**config.mk**
```make
export PLATFORM = sky130hd
export DESIGN_NAME = fc_layer_sequencer_flat
export DESIGN_NICKNAME = d
export VERILOG_FILES = /design/src/rtl/fc_pkg.sv /design/src/rtl/fc_layer_sequencer_if.sv /design/src/rtl/fc_fx_mul.sv /design/src/rtl/fc_layer_sequencer.sv /design/src/flat_wrapper.sv
export SDC_FILE = /design/constraint.sdc
export NUM_CORES = 1
export LEC_CHECK = 0
export BUFFER_PORTS_ARGS = -buffer_cell sky130_fd_sc_hd__buf_2
export CAP_MARGIN = 40
export CORE_ASPECT_RATIO = 1.5
export CORE_MARGIN = 5
export CORE_UTILIZATION = 60
export CTS_CLUSTER_SIZE = 16
export DETAILED_ROUTE_END_ITERATION = 10
export PLACE_DENSITY = 0.91
export SLEW_MARGIN = 20
export SYNTH_ARGS = -nofsm -noshare
export SYNTH_HDL_FRONTEND = slang
export SYNTH_SLANG_ARGS = --single-unit
export TNS_END_PERCENT = 10
```
**constraint.sdc**
```tcl
create_clock -name clk -period 5.9 [get_ports clk]
set_input_delay 0.885 -clock clk [delete_from_list [all_inputs] [get_ports clk]]
set_output_delay 0.885 -clock clk [all_outputs]
set_load 0.01 [all_outputs]
```
**src/rtl/fc_pkg.sv**
```systemverilog
// Shared types and defaults for the fully-connected layer sequencer.
package fc_pkg;

  localparam int DEF_WORD_SIZE = 16;
  localparam int DEF_INT_SLICE = 8;

  typedef enum logic [2:0] {
    IDLE,
    LOAD_B,
    MAC,
    DRAIN,
    WRITE,
    DONE
  } fc_state_e;

  // Address width for an n-entry memory; a single entry still needs one bit.
  function automatic int addr_w(input int n);
    return (n > 1) ? $clog2(n) : 1;
  endfunction

endpackage

```
**src/rtl/fc_layer_sequencer_if.sv**
```systemverilog
// Scheduler handshake plus X/W/B read ports and Z write port of one FC layer.
interface fc_layer_sequencer_if
  import fc_pkg::*;
#(
  parameter int WORD_SIZE = DEF_WORD_SIZE,
  parameter int IN_SIZE   = 128,
  parameter int OUT_SIZE  = 128
);

  localparam int XW = addr_w(IN_SIZE);
  localparam int WW = addr_w(IN_SIZE * OUT_SIZE);
  localparam int BW = addr_w(OUT_SIZE);

  logic                 start;
  logic                 busy;
  logic                 done;
  logic                 x_rd_en;
  logic [XW-1:0]        x_addr;
  logic [WORD_SIZE-1:0] x_data;
  logic                 w_rd_en;
  logic [WW-1:0]        w_addr;
  logic [WORD_SIZE-1:0] w_data;
  logic                 b_rd_en;
  logic [BW-1:0]        b_addr;
  logic [WORD_SIZE-1:0] b_data;
  logic                 z_we;
  logic [BW-1:0]        z_addr;
  logic [WORD_SIZE-1:0] z_data;

  // Sequencer side.
  modport master (
    input  start, x_data, w_data, b_data,
    output busy, done, x_rd_en, x_addr, w_rd_en, w_addr,
           b_rd_en, b_addr, z_we, z_addr, z_data
  );

  // Scheduler and memory side.
  modport slave (
    output start, x_data, w_data, b_data,
    input  busy, done, x_rd_en, x_addr, w_rd_en, w_addr,
           b_rd_en, b_addr, z_we, z_addr, z_data
  );

endinterface

```
**src/rtl/fc_fx_mul.sv**
```systemverilog
// Signed fixed-point multiply, result truncated toward zero to WORD_SIZE bits.
module fc_fx_mul #(
  parameter int WORD_SIZE = 16,
  parameter int INT_SLICE = 8
) (
  input  logic signed [WORD_SIZE-1:0] i_a,
  input  logic signed [WORD_SIZE-1:0] i_b,
  output logic signed [WORD_SIZE-1:0] o_p
);

  localparam int DEC_SLICE = WORD_SIZE - INT_SLICE;
  localparam int PW        = 2 * WORD_SIZE;

  logic signed [PW-1:0]        w_full;
  logic        [PW-1:0]        w_mag;
  logic        [WORD_SIZE-1:0] w_slice;
  logic                        w_unused_bits;

  assign w_full = PW'(i_a) * PW'(i_b);

  // Slicing the magnitude instead of the raw product makes negative results
  // round toward zero rather than toward minus infinity.
  assign w_mag   = w_full[PW-1] ? -w_full : w_full;
  assign w_slice = w_mag[WORD_SIZE+INT_SLICE-1:DEC_SLICE];
  assign o_p     = w_full[PW-1] ? -w_slice : w_slice;

  // Integer overflow bits and sub-LSB fraction bits are discarded by design.
  assign w_unused_bits = ^{w_mag[PW-1:WORD_SIZE+INT_SLICE], w_mag[DEC_SLICE-1:0]};

endmodule

```
**src/rtl/fc_layer_sequencer.sv**
```systemverilog
// Single-lane FC layer: Z[i] = B[i] + sum_j X[j]*W[i][j], streamed from memories.
module fc_layer_sequencer
  import fc_pkg::*;
#(
  parameter int WORD_SIZE = DEF_WORD_SIZE,
  parameter int INT_SLICE = DEF_INT_SLICE,
  parameter int IN_SIZE   = 128,
  parameter int OUT_SIZE  = 128
) (
  input logic                  clk,
  input logic                  rst_n,
  fc_layer_sequencer_if.master bus
);

  localparam int XW = addr_w(IN_SIZE);
  localparam int WW = addr_w(IN_SIZE * OUT_SIZE);
  localparam int BW = addr_w(OUT_SIZE);

  localparam logic [XW-1:0] J_LAST = XW'(IN_SIZE - 1);
  localparam logic [BW-1:0] I_LAST = BW'(OUT_SIZE - 1);

  fc_state_e            r_state,   w_nxt_state;
  logic [BW-1:0]        r_i,       w_nxt_i;
  logic [XW-1:0]        r_j,       w_nxt_j;
  logic [WORD_SIZE-1:0] r_acc,     w_nxt_acc;
  logic                 r_busy,    w_nxt_busy;
  logic                 r_done,    w_nxt_done;
  logic                 r_x_rd_en, w_nxt_x_rd_en;
  logic [XW-1:0]        r_x_addr,  w_nxt_x_addr;
  logic                 r_w_rd_en, w_nxt_w_rd_en;
  logic [WW-1:0]        r_w_addr,  w_nxt_w_addr;
  logic                 r_b_rd_en, w_nxt_b_rd_en;
  logic [BW-1:0]        r_b_addr,  w_nxt_b_addr;
  logic                 r_z_we,    w_nxt_z_we;
  logic [BW-1:0]        r_z_addr,  w_nxt_z_addr;
  logic [WORD_SIZE-1:0] r_z_data,  w_nxt_z_data;

  logic [WORD_SIZE-1:0] w_prod;
  logic [WW-1:0]        w_row_base;
  logic [XW-1:0]        w_j_inc;

  fc_fx_mul #(
    .WORD_SIZE (WORD_SIZE),
    .INT_SLICE (INT_SLICE)
  ) u_mul (
    .i_a (bus.x_data),
    .i_b (bus.w_data),
    .o_p (w_prod)
  );

  assign w_row_base = WW'(r_i) * WW'(IN_SIZE);
  assign w_j_inc    = r_j + 1'b1;

  // Next state, datapath update and next value of every registered output.
  always_comb begin
    // NOTE: every output of this block gets a default before the case so no
    // path leaves a signal unassigned, which would infer a latch.
    w_nxt_state   = r_state;
    w_nxt_i       = r_i;
    w_nxt_j       = r_j;
    w_nxt_acc     = r_acc;
    w_nxt_busy    = 1'b0;
    w_nxt_done    = 1'b0;
    w_nxt_x_rd_en = 1'b0;
    w_nxt_x_addr  = '0;
    w_nxt_w_rd_en = 1'b0;
    w_nxt_w_addr  = '0;
    w_nxt_b_rd_en = 1'b0;
    w_nxt_b_addr  = '0;
    w_nxt_z_we    = 1'b0;
    w_nxt_z_addr  = '0;
    w_nxt_z_data  = '0;
    unique case (r_state)
      IDLE: begin
        if (bus.start) begin
          w_nxt_state   = LOAD_B;
          w_nxt_i       = '0;
          w_nxt_busy    = 1'b1;
          w_nxt_b_rd_en = 1'b1;
        end
      end
      LOAD_B: begin
        w_nxt_state   = MAC;
        w_nxt_j       = '0;
        w_nxt_busy    = 1'b1;
        w_nxt_x_rd_en = 1'b1;
        w_nxt_w_rd_en = 1'b1;
        w_nxt_w_addr  = w_row_base;
      end
      MAC: begin
        w_nxt_busy = 1'b1;
        // The first MAC cycle sees the bias; later ones see element j-1.
        w_nxt_acc  = (r_j == '0) ? bus.b_data : r_acc + w_prod;
        if (r_j == J_LAST) begin
          w_nxt_state = DRAIN;
        end else begin
          w_nxt_j       = w_j_inc;
          w_nxt_x_rd_en = 1'b1;
          w_nxt_x_addr  = w_j_inc;
          w_nxt_w_rd_en = 1'b1;
          w_nxt_w_addr  = w_row_base + WW'(w_j_inc);
        end
      end
      DRAIN: begin
        w_nxt_state  = WRITE;
        w_nxt_busy   = 1'b1;
        w_nxt_acc    = r_acc + w_prod;
        w_nxt_z_we   = 1'b1;
        w_nxt_z_addr = r_i;
        w_nxt_z_data = w_nxt_acc;
      end
      WRITE: begin
        if (r_i == I_LAST) begin
          w_nxt_state = DONE;
          w_nxt_done  = 1'b1;
        end else begin
          w_nxt_state   = LOAD_B;
          w_nxt_i       = r_i + 1'b1;
          w_nxt_busy    = 1'b1;
          w_nxt_b_rd_en = 1'b1;
          w_nxt_b_addr  = r_i + 1'b1;
        end
      end
      DONE:    w_nxt_state = IDLE;
      default: w_nxt_state = IDLE;
    endcase
  end

  // State, counters, accumulator and output registers; reset aborts any layer.
  always_ff @(posedge clk or negedge rst_n) begin
    if (!rst_n) begin
      r_state   <= IDLE;
      r_i       <= '0;
      r_j       <= '0;
      r_acc     <= '0;
      r_busy    <= 1'b0;
      r_done    <= 1'b0;
      r_x_rd_en <= 1'b0;
      r_x_addr  <= '0;
      r_w_rd_en <= 1'b0;
      r_w_addr  <= '0;
      r_b_rd_en <= 1'b0;
      r_b_addr  <= '0;
      r_z_we    <= 1'b0;
      r_z_addr  <= '0;
      r_z_data  <= '0;
    end else begin
      // NOTE: non-blocking assignments so every register samples the values
      // from before this edge, independent of statement order.
      r_state   <= w_nxt_state;
      r_i       <= w_nxt_i;
      r_j       <= w_nxt_j;
      r_acc     <= w_nxt_acc;
      r_busy    <= w_nxt_busy;
      r_done    <= w_nxt_done;
      r_x_rd_en <= w_nxt_x_rd_en;
      r_x_addr  <= w_nxt_x_addr;
      r_w_rd_en <= w_nxt_w_rd_en;
      r_w_addr  <= w_nxt_w_addr;
      r_b_rd_en <= w_nxt_b_rd_en;
      r_b_addr  <= w_nxt_b_addr;
      r_z_we    <= w_nxt_z_we;
      r_z_addr  <= w_nxt_z_addr;
      r_z_data  <= w_nxt_z_data;
    end
  end

  assign bus.busy    = r_busy;
  assign bus.done    = r_done;
  assign bus.x_rd_en = r_x_rd_en;
  assign bus.x_addr  = r_x_addr;
  assign bus.w_rd_en = r_w_rd_en;
  assign bus.w_addr  = r_w_addr;
  assign bus.b_rd_en = r_b_rd_en;
  assign bus.b_addr  = r_b_addr;
  assign bus.z_we    = r_z_we;
  assign bus.z_addr  = r_z_addr;
  assign bus.z_data  = r_z_data;

endmodule

```
**src/flat_wrapper.sv**
```systemverilog
// flat-port wrapper written by rule: the top's interface ports become plain ports
module fc_layer_sequencer_flat import fc_pkg::*;
#(
  parameter int WORD_SIZE = DEF_WORD_SIZE,
  parameter int INT_SLICE = DEF_INT_SLICE,
  parameter int IN_SIZE   = 128,
  parameter int OUT_SIZE  = 128
)
  (clk, rst_n, bus_start, bus_x_data, bus_w_data, bus_b_data, bus_busy, bus_done, bus_x_rd_en, bus_x_addr, bus_w_rd_en, bus_w_addr, bus_b_rd_en, bus_b_addr, bus_z_we, bus_z_addr, bus_z_data);
  fc_layer_sequencer_if #(.WORD_SIZE(WORD_SIZE), .IN_SIZE(IN_SIZE), .OUT_SIZE(OUT_SIZE)) bus_i ();
  input logic clk;
  input logic rst_n;
  input wire logic [$bits(bus_i.start)-1:0] bus_start;
  input wire logic [$bits(bus_i.x_data)-1:0] bus_x_data;
  input wire logic [$bits(bus_i.w_data)-1:0] bus_w_data;
  input wire logic [$bits(bus_i.b_data)-1:0] bus_b_data;
  output wire logic [$bits(bus_i.busy)-1:0] bus_busy;
  output wire logic [$bits(bus_i.done)-1:0] bus_done;
  output wire logic [$bits(bus_i.x_rd_en)-1:0] bus_x_rd_en;
  output wire logic [$bits(bus_i.x_addr)-1:0] bus_x_addr;
  output wire logic [$bits(bus_i.w_rd_en)-1:0] bus_w_rd_en;
  output wire logic [$bits(bus_i.w_addr)-1:0] bus_w_addr;
  output wire logic [$bits(bus_i.b_rd_en)-1:0] bus_b_rd_en;
  output wire logic [$bits(bus_i.b_addr)-1:0] bus_b_addr;
  output wire logic [$bits(bus_i.z_we)-1:0] bus_z_we;
  output wire logic [$bits(bus_i.z_addr)-1:0] bus_z_addr;
  output wire logic [$bits(bus_i.z_data)-1:0] bus_z_data;
  assign bus_i.start = bus_start;
  assign bus_i.x_data = bus_x_data;
  assign bus_i.w_data = bus_w_data;
  assign bus_i.b_data = bus_b_data;
  assign bus_busy = bus_i.busy;
  assign bus_done = bus_i.done;
  assign bus_x_rd_en = bus_i.x_rd_en;
  assign bus_x_addr = bus_i.x_addr;
  assign bus_w_rd_en = bus_i.w_rd_en;
  assign bus_w_addr = bus_i.w_addr;
  assign bus_b_rd_en = bus_i.b_rd_en;
  assign bus_b_addr = bus_i.b_addr;
  assign bus_z_we = bus_i.z_we;
  assign bus_z_addr = bus_i.z_addr;
  assign bus_z_data = bus_i.z_data;
  fc_layer_sequencer #(.WORD_SIZE(WORD_SIZE), .INT_SLICE(INT_SLICE), .IN_SIZE(IN_SIZE), .OUT_SIZE(OUT_SIZE)) u_core (.clk(clk), .rst_n(rst_n), .bus(bus_i));
endmodule
```
Word-level counts from Yosys, hierarchy flattened:

Cells that the tools add are included.

* word-level logic and storage cells: 70
* flip-flop bits (word level): 89
* bits of input ports: 51
* output and inout port bits: 57

* reductions and logical operators: 9
* multiplexer cells: 30
* eq/ne operators: 10
* multipliers: 1
* add/sub/neg operators: 6

Operators by type and width (count)
* $mux W7: 8
* $mux W16: 3
* $mul A16 B16 Y32: 1
* $pmux W16 S2: 1
* $pmux W14 S2: 1
* $pmux W7 S2: 2
* $mux W24: 1
* $neg A24 Y24: 1
* $add A16 B16 Y16: 1
* $neg A16 Y16: 1
* $pmux W3 S5: 1
* $add A14 B7 Y14: 1
* $add A7 B1 Y7 const B: 2
* $eq A7 B7 Y1 const B: 2
* $mux W14: 1
* $mux W3: 3
* $logic_not A7 Y1: 1
* $eq A3 B2 Y1 const B: 2
* $mux W1: 6
* $ne A2 B2 Y1 const B: 3
* $reduce_bool A2 Y1: 3
* $pmux W1 S2: 2
* $reduce_and A2 Y1: 2
* $eq A3 B1 Y1 const B: 1
* other kinds (6): 6

Longest topological paths before layout:

Gate-level depths: netlist of the first run.

* depth after elaboration: 8
* gate-level depth with buffers: 42

By module:

From an unflattened synthesis of the first run, not the netlist that was laid out.

* cell total of the unflattened synthesis: 1577
* area total of the unflattened synthesis: 14690.3 µm²

By module, submodules not included
* fc_fx_mul: area each 10462.5 µm², times used 1, cells an instance 1165
* fc_layer_sequencer: area each 4227.8 µm², times used 1, cells an instance 412

Worst setup path after synthesis of the first run:

No wires, ideal clock.

* path kind: input-to-reg
* start: in bus_x_data[15]
* end: reg u_core.r_acc[15]
* path buffers: 2
* stages: 37
* path slack: -3856 ps
* library setup time: 76 ps
* data arrival time: 9680 ps
* required time: 5824 ps
* cells stage by stage: clkbuf_1 nand2_1 inv_1 fa_1 inv_1 fa_1 inv_1 fa_1 inv_1 fa_1 fa_1 inv_1 fa_1 ha_1 clkbuf_1 and4_1 a221oi_1 o31a_1 o21a_4 a21boi_0 o22ai_1 xor2_1 ha_1 nand3_1 mux2i_2 or4_1 a21oi_1 xor2_1 ha_1 o41ai_1 o211ai_1 a21o_1 a21oi_1 o21bai_1 a21oi_1 xnor3_1 o21ai_1

* longest elaborated chain between the ends: 8

RTL lines
* start: declaration: line flat_wrapper.sv:14 `input wire logic [$bits(bus_i.x_data)-1:0] bus_x_data;`
* $mul A16 B16 Y32 (*): line fc_fx_mul.sv:19 `assign w_full = PW'(i_a) * PW'(i_b);`
* $neg A24 Y24: line fc_fx_mul.sv:23 `assign w_mag = w_full[PW-1] ? -w_full : w_full;`
* $mux W24: line fc_fx_mul.sv:23
* $neg A16 Y16: line fc_fx_mul.sv:25 `assign o_p = w_full[PW-1] ? -w_slice : w_slice;`
* $mux W16 (*): line fc_fx_mul.sv:25
* $add A16 B16 Y16 (*): line fc_layer_sequencer.sv:93, fc_layer_sequencer.sv:107
* $mux W16: line fc_layer_sequencer.sv:93 `w_nxt_acc = (r_j == '0) ? bus.b_data : r_acc + w_prod;`
* $pmux W16 S2 (*): line fc_layer_sequencer.sv:73 `unique case (r_state)`
* end signal: assignment: line fc_layer_sequencer.sv:153 `r_acc <= w_nxt_acc;`
* end: declaration: line fc_layer_sequencer.sv:25 `logic [WORD_SIZE-1:0] r_acc, w_nxt_acc;`

Mark *: on every way between the ends. The rest lies on a longest branch, timed or not.
A chain may end at the register's enable or synchronous reset.

Worst setup path after layout of the first run:

* start: in bus_w_data[6]
* end: reg u_core.r_acc[12]

* longest elaborated chain between the ends: 8

RTL lines
* start: declaration: line flat_wrapper.sv:15 `input wire logic [$bits(bus_i.w_data)-1:0] bus_w_data;`
* $mul A16 B16 Y32 (*): line fc_fx_mul.sv:19
* $neg A24 Y24: line fc_fx_mul.sv:23
* $mux W24: line fc_fx_mul.sv:23
* $neg A16 Y16: line fc_fx_mul.sv:25
* $mux W16 (*): line fc_fx_mul.sv:25
* $add A16 B16 Y16 (*): line fc_layer_sequencer.sv:93, fc_layer_sequencer.sv:107
* $mux W16: line fc_layer_sequencer.sv:93
* $pmux W16 S2 (*): line fc_layer_sequencer.sv:73

Marks and branches as above.

==> results of run 1 <==
==> kinds of logic after synthesis <==
kind of cell	synth area share [%]
AO/OA/AOI/OAI	7.380
AND/OR/NAND/NOR	16.07
adder cells (fa/ha/maj)	45.45
flip-flops	15.47
multiplexers	1.382
XOR/XNOR	4.294
buffers and inverters	9.953
==> sequential cells by signal (all words and copies together), names as in the netlist <==
register / flops
u_core.bus.z_data: 16
u_core.r_acc: 16
u_core.bus.w_addr: 14
u_core.bus.b_addr: 7
u_core.bus.x_addr: 7
u_core.bus.z_addr: 7
u_core.r_i: 7
u_core.r_j: 7
u_core.r_state: 3
u_core.bus.b_rd_en: 1
u_core.bus.busy: 1
u_core.bus.done: 1
u_core.bus.x_rd_en: 1
u_core.bus.z_we: 1
==> path summary, 6_finish.rpt <==
| kind | from | to | slack (ns) | depth (start not counted) |
|---|---|---|---|---|
| worst max-delay path | bus_w_data[6] | u_core.r_acc[12] | -3.43 | 40 |
| worst min-delay path | rst_n | u_core.bus.w_addr[0] | 0.40 | 1 |
| worst max register to register | u_core.r_acc[0] | u_core.r_acc[12] | 2.54 | 15 |
| worst min register to register | u_core.r_acc[7] | u_core.r_acc[7] | 0.49 | 2 |
| max in group asynchronous | rst_n | u_core.bus.z_addr[4] | 4.69 | 3 |
| min in group clk | u_core.r_acc[7] | u_core.r_acc[7] | 0.49 | 2 |
==> layout make-up <==
type	count	area [µm²]	area share (%)
multi-input cells	1068	11410	62.67
repair buffers	344	2599	14.28
flip-flops and latches	89	2227	12.24
inverters	327	1232	6.772
well taps	319	399.1	2.193
clock buffers	11	232.7	1.279
clock inverters	5	103.9	0.5706
==> stage by stage <==
| step | cell area, µm² | setup slack (ns) |
|---|---|---|
| floorplan | 14810 | -2.907 |
| CTS | 17970 | -3.031 |
| detailed placement | 17020 | -3.548 |
| finish | 18200 | -3.431 |
| global route | 18200 | -3.731 |
| global placement | 17020 | -3.236 |
==> worst max-delay path, delay by kind of cell <==
family | cells | cell delay [ns]
AND/OR/NAND/NOR | 4 | 0.46
buffers and inverters | 8 | 0.88
multiplexers | 1 | 0.11
adder cells (fa/ha/maj) | 9 | 3.91
XOR/XNOR | 4 | 0.66
AO/OA/AOI/OAI | 14 | 2.62
==> routing by layer <==
| layer | track usage, % | vias to the layer above |
|---|---|---|
| met5 | 0 | - |
| met4 | 20.21 | 0 |
| met3 | 7.003 | 312 |
| met2 | 59.84 | 824 |
| met1 | 33.96 | 6260 |
| li1 | - | 5287 |
==> what timing repair did <==
| action | 4_1_cts | 5_1_grt |
|---|---|---|
| cloned | 1 | 0 |
| buffers inserted | 18 | 7 |
| endpoints found under the setup margin | 32 | 32 |
| pin swaps | 85 | 35 |
| gates resized for setup | 116 | 27 |
==> cell usage in the layout (no fill, tap or decap), types with 9 or more instances in the layout <==
| master | instances |
|---|---|
| a21o_1 | 26 |
| a21oi_1 | 26 |
| and2_1 | 107 |
| and2_4 | 16 |
| and3_1 | 13 |
| buf_2 | 80 |
| buf_4 | 230 |
| buf_6 | 21 |
| clkbuf_16 | 9 |
| dfrtp_1 | 89 |
| fa_1 | 249 |
| fa_2 | 14 |
| ha_1 | 87 |
| ha_4 | 15 |
| inv_1 | 305 |
| inv_2 | 21 |
| mux2i_1 | 14 |
| nand2_1 | 178 |
| nand2b_1 | 10 |
| nand3_1 | 14 |
| nor2_1 | 63 |
| nor2b_1 | 9 |
| nor3_1 | 12 |
| o21ai_0 | 10 |
| o21ai_1 | 9 |
| xnor2_1 | 35 |
| xor2_1 | 19 |
==> flow_metrics.tcl, run 1 <==
set metrics [dict create \
    timing.fmax_ghz 0.1072 \
    clkTransAtPathRegs_ns 0.06 \
    rsz0062_at_grt "true" \
    ctsHoldBuffers 0 \
    via_count 12680 \
    via_per_inst 5.864 \
    cts_inserted_buffers 9 \
    die-height_um 199.7 \
    clkSinkCount 89 \
    violations "setup timing" \
    clockRootBuffer "clkbuf_16" \
    max_stage_delay_ns 0.64 \
    synth_most_common_cell "inv_1" \
    synth_cell_types 79 \
    synth_edf_count 0 \
    slew_viol_final 0 \
    yosysTopAreaCellShare_pct 36.58 \
    ys_seq_area_share_pct 15.47 \
    drive_above_1_share_pct 27.11 \
    async_reset_ff_share_pct 100.0 \
    netlist_area_um2 14390 \
    gr-usage-all-layers_pct 32.85 \
    layout-area-overhead-vs-synth_pct 26.44 \
    met3_length_um 3417 \
    setup_viol 32 \
    crit_slowest_cell "fa_1" \
    hold_violations 0 \
    hold_slack_ns 0.4010 \
    stdcell_count 2163 \
    die_x_um 136.5 \
    cts_buffer_depth 2 \
    yosys_most_used_dff "dfrtp_1" \
    synth_common_cells "inv_1 (325), fa_1 (263), nand2_1 (183)" \
    grt_pass1_vias 14380 \
    dp_hpwl_um 32400 \
    n_antenna_cell 0 \
    syn_inst 1535 \
    crit_arrival_ns 9.57 \
    grt_pass1_wl_um 70460 \
    final_util_pct 76.94 \
    grt_max_degree 72 \
    htree_levels 3 \
    finalClockSkew_ns 0.006625 \
    wl_met1_um 14480 \
    setup_tns_ns -80.35 \
    dieArea_um2 27250 \
    insertion_delay_ns 0.35 \
    drc 0 \
    place.gp.congestion 0.8573 \
    core_um2 23660 \
    wl_met2_um 23690 \
    relSlewSlack_pct 46.11 \
    wl_per_cell_um 20.83 \
    fin_ws_ns -3.431 \
    fillers 1239 \
    yosysWarnings 0 \
    status "complete, but fails checks" \
    drt_first_pass_iters 7 \
    synthesis.nets 1951 \
    yosys.area.top_type "fa_1" \
    tightest_slew_ns 0.8084 \
    grt_overflow 0 \
    dp_cells 2119 \
    cp.required_ns 6.14 \
    start_kind "primary input" \
    drv_cap 0 \
    wl_um 45060 \
    io_pins 108 \
    antenna_found_initial 0 \
    period_share_pct 158.1 \
    ant_nets 0 \
    highest_layer "met4" \
    rows 69 \
    cts_tree "yes" \
    worstPathMaxFanout 16 \
    synthTopCellsByArea "fa_1 (37%), dfrtp_1 (15%), ha_1 (8.9%)" \
    synth_seq_cells 89 \
    avgSynthCellArea_um2 9.377 \
    fin_crit_ns 9.331 \
    start_util_pct 60.85 \
    portBuffers 107 \
    drtIter0Drc 1032 \
    cp_common_cell "fa_1" \
    end_kind "flip-flop" \
    critical_path_class "primary input to flip-flop" \
    nets 2255 \
    hold_class "primary input to asynchronous set/reset pin" \
]
Power of run 1 is left out: the tool's default activity adds up to more than one toggle a clock period on the data nets, which glitch-free logic cannot reach.
==> run 2: changes to the inputs <==
- clock period: 5.9 -> 9.8 ns (I/O delays scaled with it)
==> flow_metrics.tcl, run 2 (synthesis gave the netlist of run 1 again) <==
set metrics [dict create \
    status "complete, but fails checks" \
    violations "setup timing" \
    cts_buffer_depth 2 \
    period_share_pct 100.6 \
    gr-usage-all-layers_pct 29.43 \
    critical_path_class "primary input to flip-flop" \
    cts_inserted_buffers 9 \
    grt_pass1_vias 13420 \
    rrSetupSlack_ns 6.55 \
    cp.required_ns 10.02 \
    max_stage_delay_ns 0.55 \
    nets 2186 \
    dp_hpwl_um 30860 \
    crit_arrival_ns 10.07 \
    antenna_found_initial 0 \
    drc 0 \
    drive_above_1_share_pct 21.21 \
    cts_tree "yes" \
    stdcell_count 2092 \
    rows 69 \
    drtIter0Drc 824 \
    start_kind "primary input" \
    core_um2 23660 \
    hold_class "flip-flop to flip-flop" \
    layout.cells.most_common "inv_1" \
    layout-area-overhead-vs-synth_pct 19.75 \
    place.gp.congestion 0.8660 \
    die_x_um 136.5 \
    dp_cells 2054 \
    start_util_pct 60.85 \
    regToRegEndpoint "u_core.r_acc[14]" \
    drt_first_pass_iters 5 \
    dieArea_um2 27250 \
    worstPathMaxFanout 6 \
    hold_slack_ns 0.4796 \
    slew_viol_final 0 \
    worstReg2RegStart "u_core.r_acc[0]" \
    critPathCapture "u_core.r_acc[14]" \
    hold_violations 0 \
    io_pins 108 \
    n_antenna_cell 0 \
    final_cell_mix "inv_1 (312), fa_1 (259), nand2_1 (180)" \
    ant_nets 0 \
    setup_viol 1 \
    ctsHoldBuffers 0 \
    crit_slowest_cell "fa_1" \
    die-height_um 199.7 \
    drv_cap 0 \
    end_kind "flip-flop" \
    clkSinkCount 89 \
    htree_levels 3 \
    via_count 11860 \
    clkTransAtPathRegs_ns 0.06 \
    grt_overflow 0 \
    grt_pass1_wl_um 64080 \
    wl_per_cell_um 18.72 \
    clockRootBuffer "clkbuf_16" \
    setup.worst_path.start "bus_w_data[14]" \
    relSlewSlack_pct 45.90 \
    finalClockSkew_ns 0.003357 \
    cp_common_cell "fa_1" \
    via_per_inst 5.671 \
    timing.fmax_ghz 0.1015 \
    portBuffers 107 \
    grt_max_degree 62 \
    insertion_delay_ns 0.33 \
    rsz0062_at_grt "true" \
    tightest_slew_ns 0.8115 \
    fin_ws_ns -0.05520 \
    wl_um 39170 \
    fin_crit_ns 9.855 \
    r2r_cells 13 \
]
run 2: through the flow:
step | area [µm²] | util, % | setup TNS (ns) | setup slack [ns]
after CTS | 16700 | 70.62 | 0 | 0.04255
final | 17240 | 72.87 | -0.05520 | -0.05520
after global routing | 17240 | 72.87 | -2.199 | -0.3175
after floorplan | 14480 | - | 0 | 0.01211
after detailed placement | 16360 | 69.15 | -4.598 | -0.5073
after global placement | 16330 | 69.02 | -0.8521 | -0.1647
run 2: worst min path at each step:
stage / from / to / cells past startpoint
floorplan: u_core.r_acc[11] / u_core.r_acc[11] / 2
global placement: u_core.r_acc[8] / u_core.r_acc[8] / 2
detailed placement: u_core.r_acc[8] / u_core.r_acc[8] / 2
CTS: u_core.r_acc[8] / u_core.r_acc[8] / 2
global route: u_core.r_acc[3] / u_core.r_acc[3] / 2
finish: u_core.r_acc[8] / u_core.r_acc[8] / 2
run 2: routing by layer:
metal  up-vias  global-route usage [%]  wire length [µm]
li1       5143                       -                 -
met1      5910                   31.82             13460
met2       599                   53.73             20940
met3       211                   5.894              2450
met4         0                   15.35              2311
met5         -                       0                 0
run 2: worst max-delay path, delay by kind of cell:
kind	cells	cell delay [ns]
AO/OA/AOI/OAI	13	2.48
buffers and inverters	8	0.63
adder cells (fa/ha/maj)	9	4.00
multiplexers	2	0.37
XOR/XNOR	4	0.67
AND/OR/NAND/NOR	3	0.45
run 2: what timing repair did:
item / 4_1_cts / 5_1_grt
resized for setup: 15 / 107
endpoints found under the setup margin: 8 / 15
pin swaps: 14 / 68
buffers inserted: 5 / 17
run 2: area by class of cell:
type	instances	area [µm²]
clock buffer	13	240.2
clock inverter	1	5.005
fill	1406	6419
inverter	327	1231
multi-input combinational	1068	11060
sequential	89	2227
tap	319	399.1
timing repair buffer	275	2072
Power of run 2 is left out for the same reason.
